## config.mk

```make
export PLATFORM = sky130hd
export DESIGN_NAME = divider_sequencer
export DESIGN_NICKNAME = d
export VERILOG_FILES = /design/src/rtl/divider_sequencer.sv
export SDC_FILE = /design/constraint.sdc
export NUM_CORES = 1
export LEC_CHECK = 0
export CAP_MARGIN = 20
export CORE_UTILIZATION = 49
export CTS_CLUSTER_DIAMETER = 80
export DETAILED_ROUTE_END_ITERATION = 8
export PLACE_DENSITY = 0.74
export SETUP_SLACK_MARGIN = 0.1
export SLEW_MARGIN = 20
export SYNTH_ARGS = -nofsm -noshare
export SYNTH_HDL_FRONTEND = slang
export SYNTH_SLANG_ARGS = --single-unit
export TNS_END_PERCENT = 100
```

## constraint.sdc

```tcl
create_clock -name clk_i -period 2.1 [get_ports clk_i]
set_input_delay 0.42 -clock clk_i [delete_from_list [all_inputs] [get_ports clk_i]]
set_output_delay 0.42 -clock clk_i [all_outputs]
set_load 0.1 [all_outputs]
```

## src/rtl/divider_sequencer.sv

```systemverilog
`default_nettype none
// ============================================================================
//  Module   : divider_sequencer
//  Purpose  : Control FSM for an 8-slice restoring divider built from
//             bitslice cells. It drives the shared per-slice control lines
//             to run one unsigned divide per Start request. It samples the
//             MSB-slice borrow and a divisor-zero flag, and reports
//             Busy/Done/DivZero to the host. The block holds no datapath
//             storage.
//  Ports    : clk_i           - system clock, rising edge
//             rst_i           - asynchronous active-high reset
//             start_i         - divide request, sampled only in IDLE
//             scan_enable_i   - freezes the FSM, drives test_o
//             n_borrow_out_i  - MSB-slice borrow (active-low) of trial subtract
//             divisor_zero_i  - high when the B register is all zero
//             busy_o          - high from LOAD through RESULT
//             done_o          - one-cycle completion pulse
//             div_zero_o      - one-cycle error pulse, coincident with done_o
//             load_a_o, load_b_o, load_m_o, load_result_o,
//             enable_op1_o, enable_op2_o, enable_sub_o, enable_zero_o,
//             increment_o, test_o - per-slice control lines
//             n_borrow_in_o   - borrow into the LSB slice (held inactive)
//  Revision : 1.0 - initial release
// ============================================================================
module divider_sequencer #(
    parameter int WIDTH = 8,
    parameter int CNT_W = 3
) (
    input  logic clk_i,
    input  logic rst_i,
    input  logic start_i,
    input  logic scan_enable_i,
    input  logic n_borrow_out_i,
    input  logic divisor_zero_i,
    output logic busy_o,
    output logic done_o,
    output logic div_zero_o,
    output logic load_a_o,
    output logic load_b_o,
    output logic load_m_o,
    output logic load_result_o,
    output logic enable_op1_o,
    output logic enable_op2_o,
    output logic enable_sub_o,
    output logic enable_zero_o,
    output logic increment_o,
    output logic n_borrow_in_o,
    output logic test_o
);

    typedef enum logic [3:0] {
        S_IDLE   = 4'd0,
        S_LOAD   = 4'd1,
        S_CHECK  = 4'd2,
        S_SHIFT  = 4'd3,
        S_SUB    = 4'd4,
        S_WRITE  = 4'd5,
        S_RESULT = 4'd6,
        S_DONE   = 4'd7,
        S_ERROR  = 4'd8
    } state_t;

    // Slice control lines, forced low while scan is active.
    typedef struct packed {
        logic load_a;
        logic load_b;
        logic load_m;
        logic load_result;
        logic en_op1;
        logic en_op2;
        logic en_sub;
        logic en_zero;
        logic increment;
    } ctrl_t;

    // Host status lines, which keep their decoded value during scan.
    typedef struct packed {
        logic busy;
        logic done;
        logic div_zero;
    } status_t;

    state_t             state_q, state_d;
    logic [CNT_W-1:0]   count_q, count_d;
    logic               borrow_q, borrow_d;
    ctrl_t              ctrl_q;
    status_t            status_q;
    ctrl_t              w_ctrl;

    function automatic ctrl_t decode_ctrl(input state_t s, input logic borrow);
        ctrl_t c;
        c = '0;
        case (s)
            S_LOAD: begin
                c.load_a  = 1'b1;
                c.load_b  = 1'b1;
                c.load_m  = 1'b1;
                c.en_zero = 1'b1;
            end
            S_CHECK: c.en_op2 = 1'b1;
            S_SHIFT: begin
                c.load_m = 1'b1;
                c.load_a = 1'b1;
                c.en_op1 = 1'b1;
            end
            S_SUB: begin
                c.en_op1 = 1'b1;
                c.en_op2 = 1'b1;
                c.en_sub = 1'b1;
            end
            S_WRITE: begin
                // Commit the difference and set the quotient bit only when
                // the trial subtract did not borrow; otherwise M keeps its
                // pre-subtract value, which restores it.
                if (borrow) begin
                    c.en_op1    = 1'b1;
                    c.en_op2    = 1'b1;
                    c.en_sub    = 1'b1;
                    c.load_m    = 1'b1;
                    c.increment = 1'b1;
                end
            end
            S_RESULT: c.load_result = 1'b1;
            default:  c = '0;
        endcase
        return c;
    endfunction

    function automatic status_t decode_status(input state_t s);
        status_t st;
        st = '0;
        case (s)
            S_LOAD, S_CHECK, S_SHIFT, S_SUB, S_WRITE, S_RESULT: st.busy = 1'b1;
            S_DONE:  st.done = 1'b1;
            S_ERROR: begin
                st.done     = 1'b1;
                st.div_zero = 1'b1;
            end
            default: st = '0;
        endcase
        return st;
    endfunction

    // Next-state logic; scan holds every piece of state.
    always_comb begin
        state_d  = state_q;
        count_d  = count_q;
        borrow_d = borrow_q;
        if (!scan_enable_i) begin
            case (state_q)
                S_IDLE:  if (start_i) state_d = S_LOAD;
                S_LOAD:  state_d = S_CHECK;
                S_CHECK: begin
                    if (divisor_zero_i) begin
                        state_d = S_ERROR;
                    end else begin
                        state_d = S_SHIFT;
                        count_d = '0;
                    end
                end
                S_SHIFT: state_d = S_SUB;
                S_SUB: begin
                    borrow_d = n_borrow_out_i;
                    state_d  = S_WRITE;
                end
                S_WRITE: begin
                    if (count_q == CNT_W'(WIDTH - 1)) begin
                        state_d = S_RESULT;
                    end else begin
                        count_d = count_q + CNT_W'(1);
                        state_d = S_SHIFT;
                    end
                end
                S_RESULT: state_d = S_DONE;
                S_DONE:   state_d = S_IDLE;
                S_ERROR:  state_d = S_IDLE;
                default:  state_d = S_IDLE;
            endcase
        end
    end

    // Outputs are decoded from the next state so they are registered yet
    // line up cycle-for-cycle with the state register.
    always_ff @(posedge clk_i or posedge rst_i) begin
        if (rst_i) begin
            state_q  <= S_IDLE;
            count_q  <= '0;
            borrow_q <= 1'b0;
            ctrl_q   <= '0;
            status_q <= '0;
        end else begin
            state_q  <= state_d;
            count_q  <= count_d;
            borrow_q <= borrow_d;
            ctrl_q   <= decode_ctrl(state_d, borrow_d);
            status_q <= decode_status(state_d);
        end
    end

    // Scan is the only input allowed to reach outputs combinationally: it
    // drives test_o and silences the slice controls in the same cycle.
    assign w_ctrl = scan_enable_i ? ctrl_t'('0) : ctrl_q;

    assign load_a_o      = w_ctrl.load_a;
    assign load_b_o      = w_ctrl.load_b;
    assign load_m_o      = w_ctrl.load_m;
    assign load_result_o = w_ctrl.load_result;
    assign enable_op1_o  = w_ctrl.en_op1;
    assign enable_op2_o  = w_ctrl.en_op2;
    assign enable_sub_o  = w_ctrl.en_sub;
    assign enable_zero_o = w_ctrl.en_zero;
    assign increment_o   = w_ctrl.increment;

    assign busy_o        = status_q.busy;
    assign done_o        = status_q.done;
    assign div_zero_o    = status_q.div_zero;

    assign test_o        = scan_enable_i;
    assign n_borrow_in_o = 1'b1;

endmodule
`default_nettype wire

```

==> impl_metrics.toml <==
[outcome]
status = "finished clean"

[synth]
synth_nets = 109
synth-compound-area-share_pct = 15.05
syn_inst = 101
yosysTopAreaCellShare_pct = 48.47
yosys.area.top_type = "dfrtp_1"
synth_fa_ha_area_share_pct = 2.551
synth-simple-area-share_pct = 23.47
yosysSeqAreaShare_pct = 48.47
synth_area_leaders = "dfrtp_1 48%, nor2b_1 7.7%, inv_1 3.1%"
synthXorXnorAreaFrac_pct = 0
synth_cell_types = 34
synth.area.mux_share_pct = 2.296
syn_avg_cell_area_sq_um = 9.712
yosys_warnings = 0
ys_seq_elements = 19
synth_top_family_by_area = "simple AND/OR/NAND/NOR gates"
syn_area_sq_um = 980.9

[power_and_ir_drop]
p_leak_nw = 0.6857
total_power_mw = 2.157
cellPowerDensity_mw_per_mm2 = 1511
irDropWorstVdd_v = 0.001134

[drt]
drtAntennaViolNets = 0
wl_per_cell_um = 13.46
viasPerCell = 5.401
drt-initial-drc-count = 33
dr.pass1.iters = 4
drc = 0
drt_wl_total_um = 2113
vias = 848

[global_route]
globalRoute.totalOverflow = 0
antenna_found_initial = 0
grt_pass1_wl_um = 3201
track_usage_pct = 21.31
grt_start_max_net_pins = 20
first_global_vias = 719

[clock_tree]
clk_latency_ns = 0.30
clk_pin_slew_ns = 0.11
cts.path.max_buffers = 2
htree_levels = 1
clock-sinks = 19
numCtsBuffers = 3
cts_tree = "done"
ctsRootBufferMaster = "clkbuf_4"
hold_buffers = 0

[sta]
min_period_ns = 1.975
rsz0062_at_grt = "yes"
hold_viol = 0
slew-limit-headroom_pct = 53.62
slew_violations = 0
fin_tns_setup_ns = 0
worst_pin_slew_ns = 0.6950
setup_viol = 0
clock.fmax_mhz = 506.2
period_share_pct = 94.07
skew_ns = 0.006479

[job]
maxCapViolCount = 0

[floorplan]
die_area_sq_mm = 0.002185
io_pins = 20
die_w_um = 46.74
coreArea_sq_mm = 0.001802
dieHeight_um = 46.74
start_util_pct = 54.44
rows = 15

[placed_design]
portBuffers = 18
place_congestion = 0.8068
dp_cells = 152
hpwlAfterDp_um = 1531

[finish]
postLayoutCoreUtil_pct = 79.24
antenna_cells = 0
drive_gt1_share_pct = 34.85
layout.nets = 141
layout_common_cells = "19 x dfrtp_1, 19 x buf_4, 10 x buf_12, 9 x nor2b_1, 8 x inv_1"
fin_cells = 157
fillCellCount = 117
area_growth_pct = 45.54

[worst_setup_path]
crit_fanout = 3
cp-startpoint = "state_q[3]"
start_kind = "register"
rr_worst_depth = 6
r2r_setup_slack_ns = 0.12
cp.required_ns = 2.34
worstReg2RegEnd = "ctrl_q[6]"
worstSetupPathType = "register to register"
r2r_start = "state_q[3]"
critical_path_arrival_ns = 2.22
endpoint_kind = "register"

[worst_hold_path]
hp-class = "primary input to asynchronous set/reset pin"
[synth_stat cells]
master     n
o21a_1     1
or4b_4     1
nand2_1    7
conb_1     1
buf_2      1
ha_1       2
o22a_1     1
nor2_1     7
a21oi_1    3
buf_4      3
o211a_1    1
o41ai_1    1
nor2b_1   12
or3_1      1
nand3_1    3
dfrtp_1   19
and2_1     1
a221oi_1   1
o21ai_2    1
and3_1     1
o21bai_1   1
clkbuf_1   2
or3b_1     1
o32ai_1    2
inv_1      8
o21ai_1    1
buf_6      1
o21ai_0    4
a22o_1     2
or2_2      1
mux2_2     2
nor3_1     3
nand2b_1   4
a211oi_2   1
[power by group]
| part | leakage, nW | internal (mW) | switching, mW |
|---|---|---|---|
| sequential | 0.246 | 0.501 | 0.0704 |
| clock | 0.0150 | 0.0740 | 0.113 |
| combinational | 0.425 | 0.554 | 0.844 |
[stage by stage]
step                setup WS [ns]  hold WS [ns]  area [sq um]
floorplan                 -0.2804        0.3711         983.4
global placement          -0.1871        0.4929          1354
detailed placement        -0.2632        0.5099          1354
CTS                       0.09748        0.5359          1400
global route              0.04388        0.5643          1428
finish                     0.1246        0.5162          1428
[flip-flops by register name (all words and copies together) (netlist names)]
| register | flops |
|---|---|
| borrow_q | 1 |
| busy_o | 1 |
| count_q | 3 |
| ctrl_q | 8 |
| div_zero_o | 1 |
| done_o | 1 |
| state_q | 4 |
[layout make-up]
cell class / instances / area, sq um / area share (%)
multi-input combinational: 67 / 469.2 / 32.87
sequential: 19 / 475.5 / 33.30
inverter: 8 / 30.03 / 2.103
timing repair buffer: 34 / 395.4 / 27.69
tap: 25 / 31.28 / 2.191
clock buffer: 4 / 26.28 / 1.840
[worst max-delay path: stages (launching register included)]
cell      delay (ns)
dfrtp_1         0.40
or4b_4          0.55
or3b_4          0.43
a211oi_4        0.25
buf_4           0.16
a21oi_2         0.03
nor2_1          0.09
[timing repair]
| action | in CTS | in global routing |
|---|---|---|
| buffers inserted | 1 | 0 |
| gates resized for setup | 4 | 6 |
| endpoints found under the setup margin | 6 | 14 |
| hold endpoints to repair | 0 | 0 |
| pin swaps | 2 | 4 |
| cloned | 0 | 0 |
[kinds of logic after synthesis]
| family | after synthesis |
|---|---|
| AND/OR/NAND/NOR | 42 |
| adder cells (fa/ha/maj) | 2 |
| buffers and inverters | 15 |
| multiplexers | 2 |
| flip-flops | 19 |
| other | 1 |
| AO/OA/AOI/OAI | 20 |
[per-layer routing]
| layer | track usage, % | wire length [um] |
|---|---|---|
| met1 | 28.57 | 903 |
| met2 | 34.72 | 1045 |
| met3 | 4.615 | 135 |
| met4 | 6.857 | 27 |
| met5 | 0 | 0 |
[worst max-delay path by stage]
stage	slack (ns)	depth (start not counted)	endpoint
2_1_floorplan	-0.28	2	enable_op1_o
3_3_place_gp	-0.19	6	ctrl_q[3]
3_5_place_dp	-0.26	6	ctrl_q[3]
4_1_cts	0.1	7	ctrl_q[6]
5_1_grt	0.04	6	ctrl_q[6]
6_report	0.12	6	ctrl_q[6]
Power figures use the tool's default switching activity.
==> RTL edit, RTL diff (same settings) <==
Make the reset (`rst_i`) synchronous in one clocked block. Comments in the files are not updated.
--- a/src/rtl/divider_sequencer.sv
+++ b/src/rtl/divider_sequencer.sv
@@ -181,7 +181,7 @@
 
     // Outputs are decoded from the next state so they are registered yet
     // line up cycle-for-cycle with the state register.
-    always_ff @(posedge clk_i or posedge rst_i) begin
+    always_ff @(posedge clk_i) begin
         if (rst_i) begin
             state_q  <= S_IDLE;
             count_q  <= '0;
Behaviour: differs if rst_i is asserted again (counterexample within 4 cycles, from zero or initial values and one cycle with rst_i high); with rst_i held inactive, the same outputs for 10 cycles.
==> RTL edit against the unedited design <==
  * Via count fell by 3.3%
  * Global-route usage down 0.48 points
  * Count of clock-buffer cells in the layout shrank 1
  * Sequential cell count unchanged
  * Routed wire length decreased by 7.6%
  * Final area down 6.7%
  * Non-clock buffer count down 6
  * Area after synthesis is 3.8% lower
  * Setup slack better by 0.16 ns
  * Critical endpoint is now busy_o
Power is not compared: it rests on default switching activity, and its combinational part moved more than twofold at a synthesized area within 25%.
==> RTL edit: results (changes against the unedited design) <==
Global routing
  – Largest net degree at the start of global routing: 13 (was 20)
  – Tot GR Track Use: 0.2083 (was 0.2131)
  – First-pass GRT wire length: 3.132 mm (was 3.201 mm)
  – Vias in the first global route: 750 (was 719)

Drt
  – Iter 0 DRT Violations: 13 (was 33)
  – Per-cell routed wire length: 12.68 um (was 13.46 um)
  – Vias per Instance: 5.325 (was 5.401)
  – Drt pass-1 iters: 6 (was 4)

Setup path
  – Top delay family on crit path: compound AO/OA/AOI/OAI gates (was simple AND/OR/NAND/NOR gates)
  – Crit-path max cell delay: 0.38 ns (was 0.55 ns)
  – Critical R2R Capture: busy_o (was ctrl_q[6])
  – Critical Path Source: count_q[0] (was state_q[3])
  – Depth of the worst register-to-register path: 7 (was 6)
  – Crit path DAT: 2.02 ns (was 2.22 ns)
  – CP max-delay cell: dfxtp_1 (was or4b_4)
  – CP max FO: 6 (was 3)

Place
  – Hpwl dp: 1.511 mm (was 1.531 mm)
  – Final GP Congestion: 0.8696 (was 0.8068)
  – Post-DP Area: 0.001289 mm2 (was 0.001354 mm2)
  – Placement Setup Slack: -0.1306 ns (was -0.2632 ns)

Yosys
  – Mux share of post-synthesis cell area: 0.04509 (was 0.02296)
  – Count of unique library cells instantiated by Yosys: 39 (was 34)
  – Most numerous cell in the Yosys netlist: dfxtp_1 (was dfrtp_1)
  – Synth top area cells: dfxtp_1 (40%), nor2b_1 (7.3%), nor2_1 (5.6%) (was dfrtp_1 (48%), nor2b_1 (7.7%), inv_1 (3.1%))
  – Commonest cells post-synth: dfxtp_1 (19), nor2_1 (14), nor2b_1 (11) (was dfrtp_1 (19), nor2b_1 (12), inv_1 (8))
  – Post-synthesis compound-gate area fraction: 0.1844 (was 0.1505)
  – Adder-cell share of the synthesized area: 0.02653 (was 0.02551)
  – Syn_area_per_cell: 8.985 um2 (was 9.712 um2)
  – Post-synth ARST share: 0 (was 1.000)

Clock network
  – H-tree Lvls: 1 (unchanged)
  – Post-cts resize count: 0 (was 4)
  – Post-CTS setup buffer count: 0 (was 1)

Hold path
  – Worst Hold Class: register to register (was input pin to asynchronous set/reset pin)

STA
  – Final Skew: 0.006147 ns (was 0.006479 ns)
  – Hold WS: 0.4881 ns (was 0.5162 ns)

Cells and area
  – Non-Filler Instances: 154 (was 157)
  – Layout cells sized above 1: 0.3411 (was 0.3485)
  – Fillers: 148 (was 117)
  – Final nets: 138 (was 141)

Outcome
  – Status: finished clean (unchanged)
[RTL edit: cell count changes in the layout (fill, tap and decap cells not counted), sizes merged, moves of 3 or more]
cell / before / now
nor2: 7 / 14
dfrtp: 19 / 0
buf: 29 / 23
dfxtp: 0 / 19
inv: 8 / 3
o22ai: 0 / 3
[RTL edit: logic make-up after synthesis]
kind of cell / after synthesis
simple gates: 45
other cells: 1
compound gates: 23
buf+inv: 11
fa+ha+maj: 2
flops: 19
mux: 4
[RTL edit: metal layers]
layer	up-vias	track usage	share of wire
met5	-	0	0
met4	0	0.07059	0.014
met3	4	0.04762	0.038
met2	16	0.3521	0.51
met1	382	0.2573	0.44
li1	418	-	-
[RTL edit: final cells by class]
cell class              instances  area [um2]  share of cell area
repair buffers                 28       354.1              0.2657
inverters                       3       11.26            0.008451
flip-flops and latches         19       380.4              0.2854
well taps                      25       31.28             0.02347
clock buffers                   3       22.52             0.01690
clock inverters                 1       7.507            0.005634
multi-input cells              75       525.5              0.3944
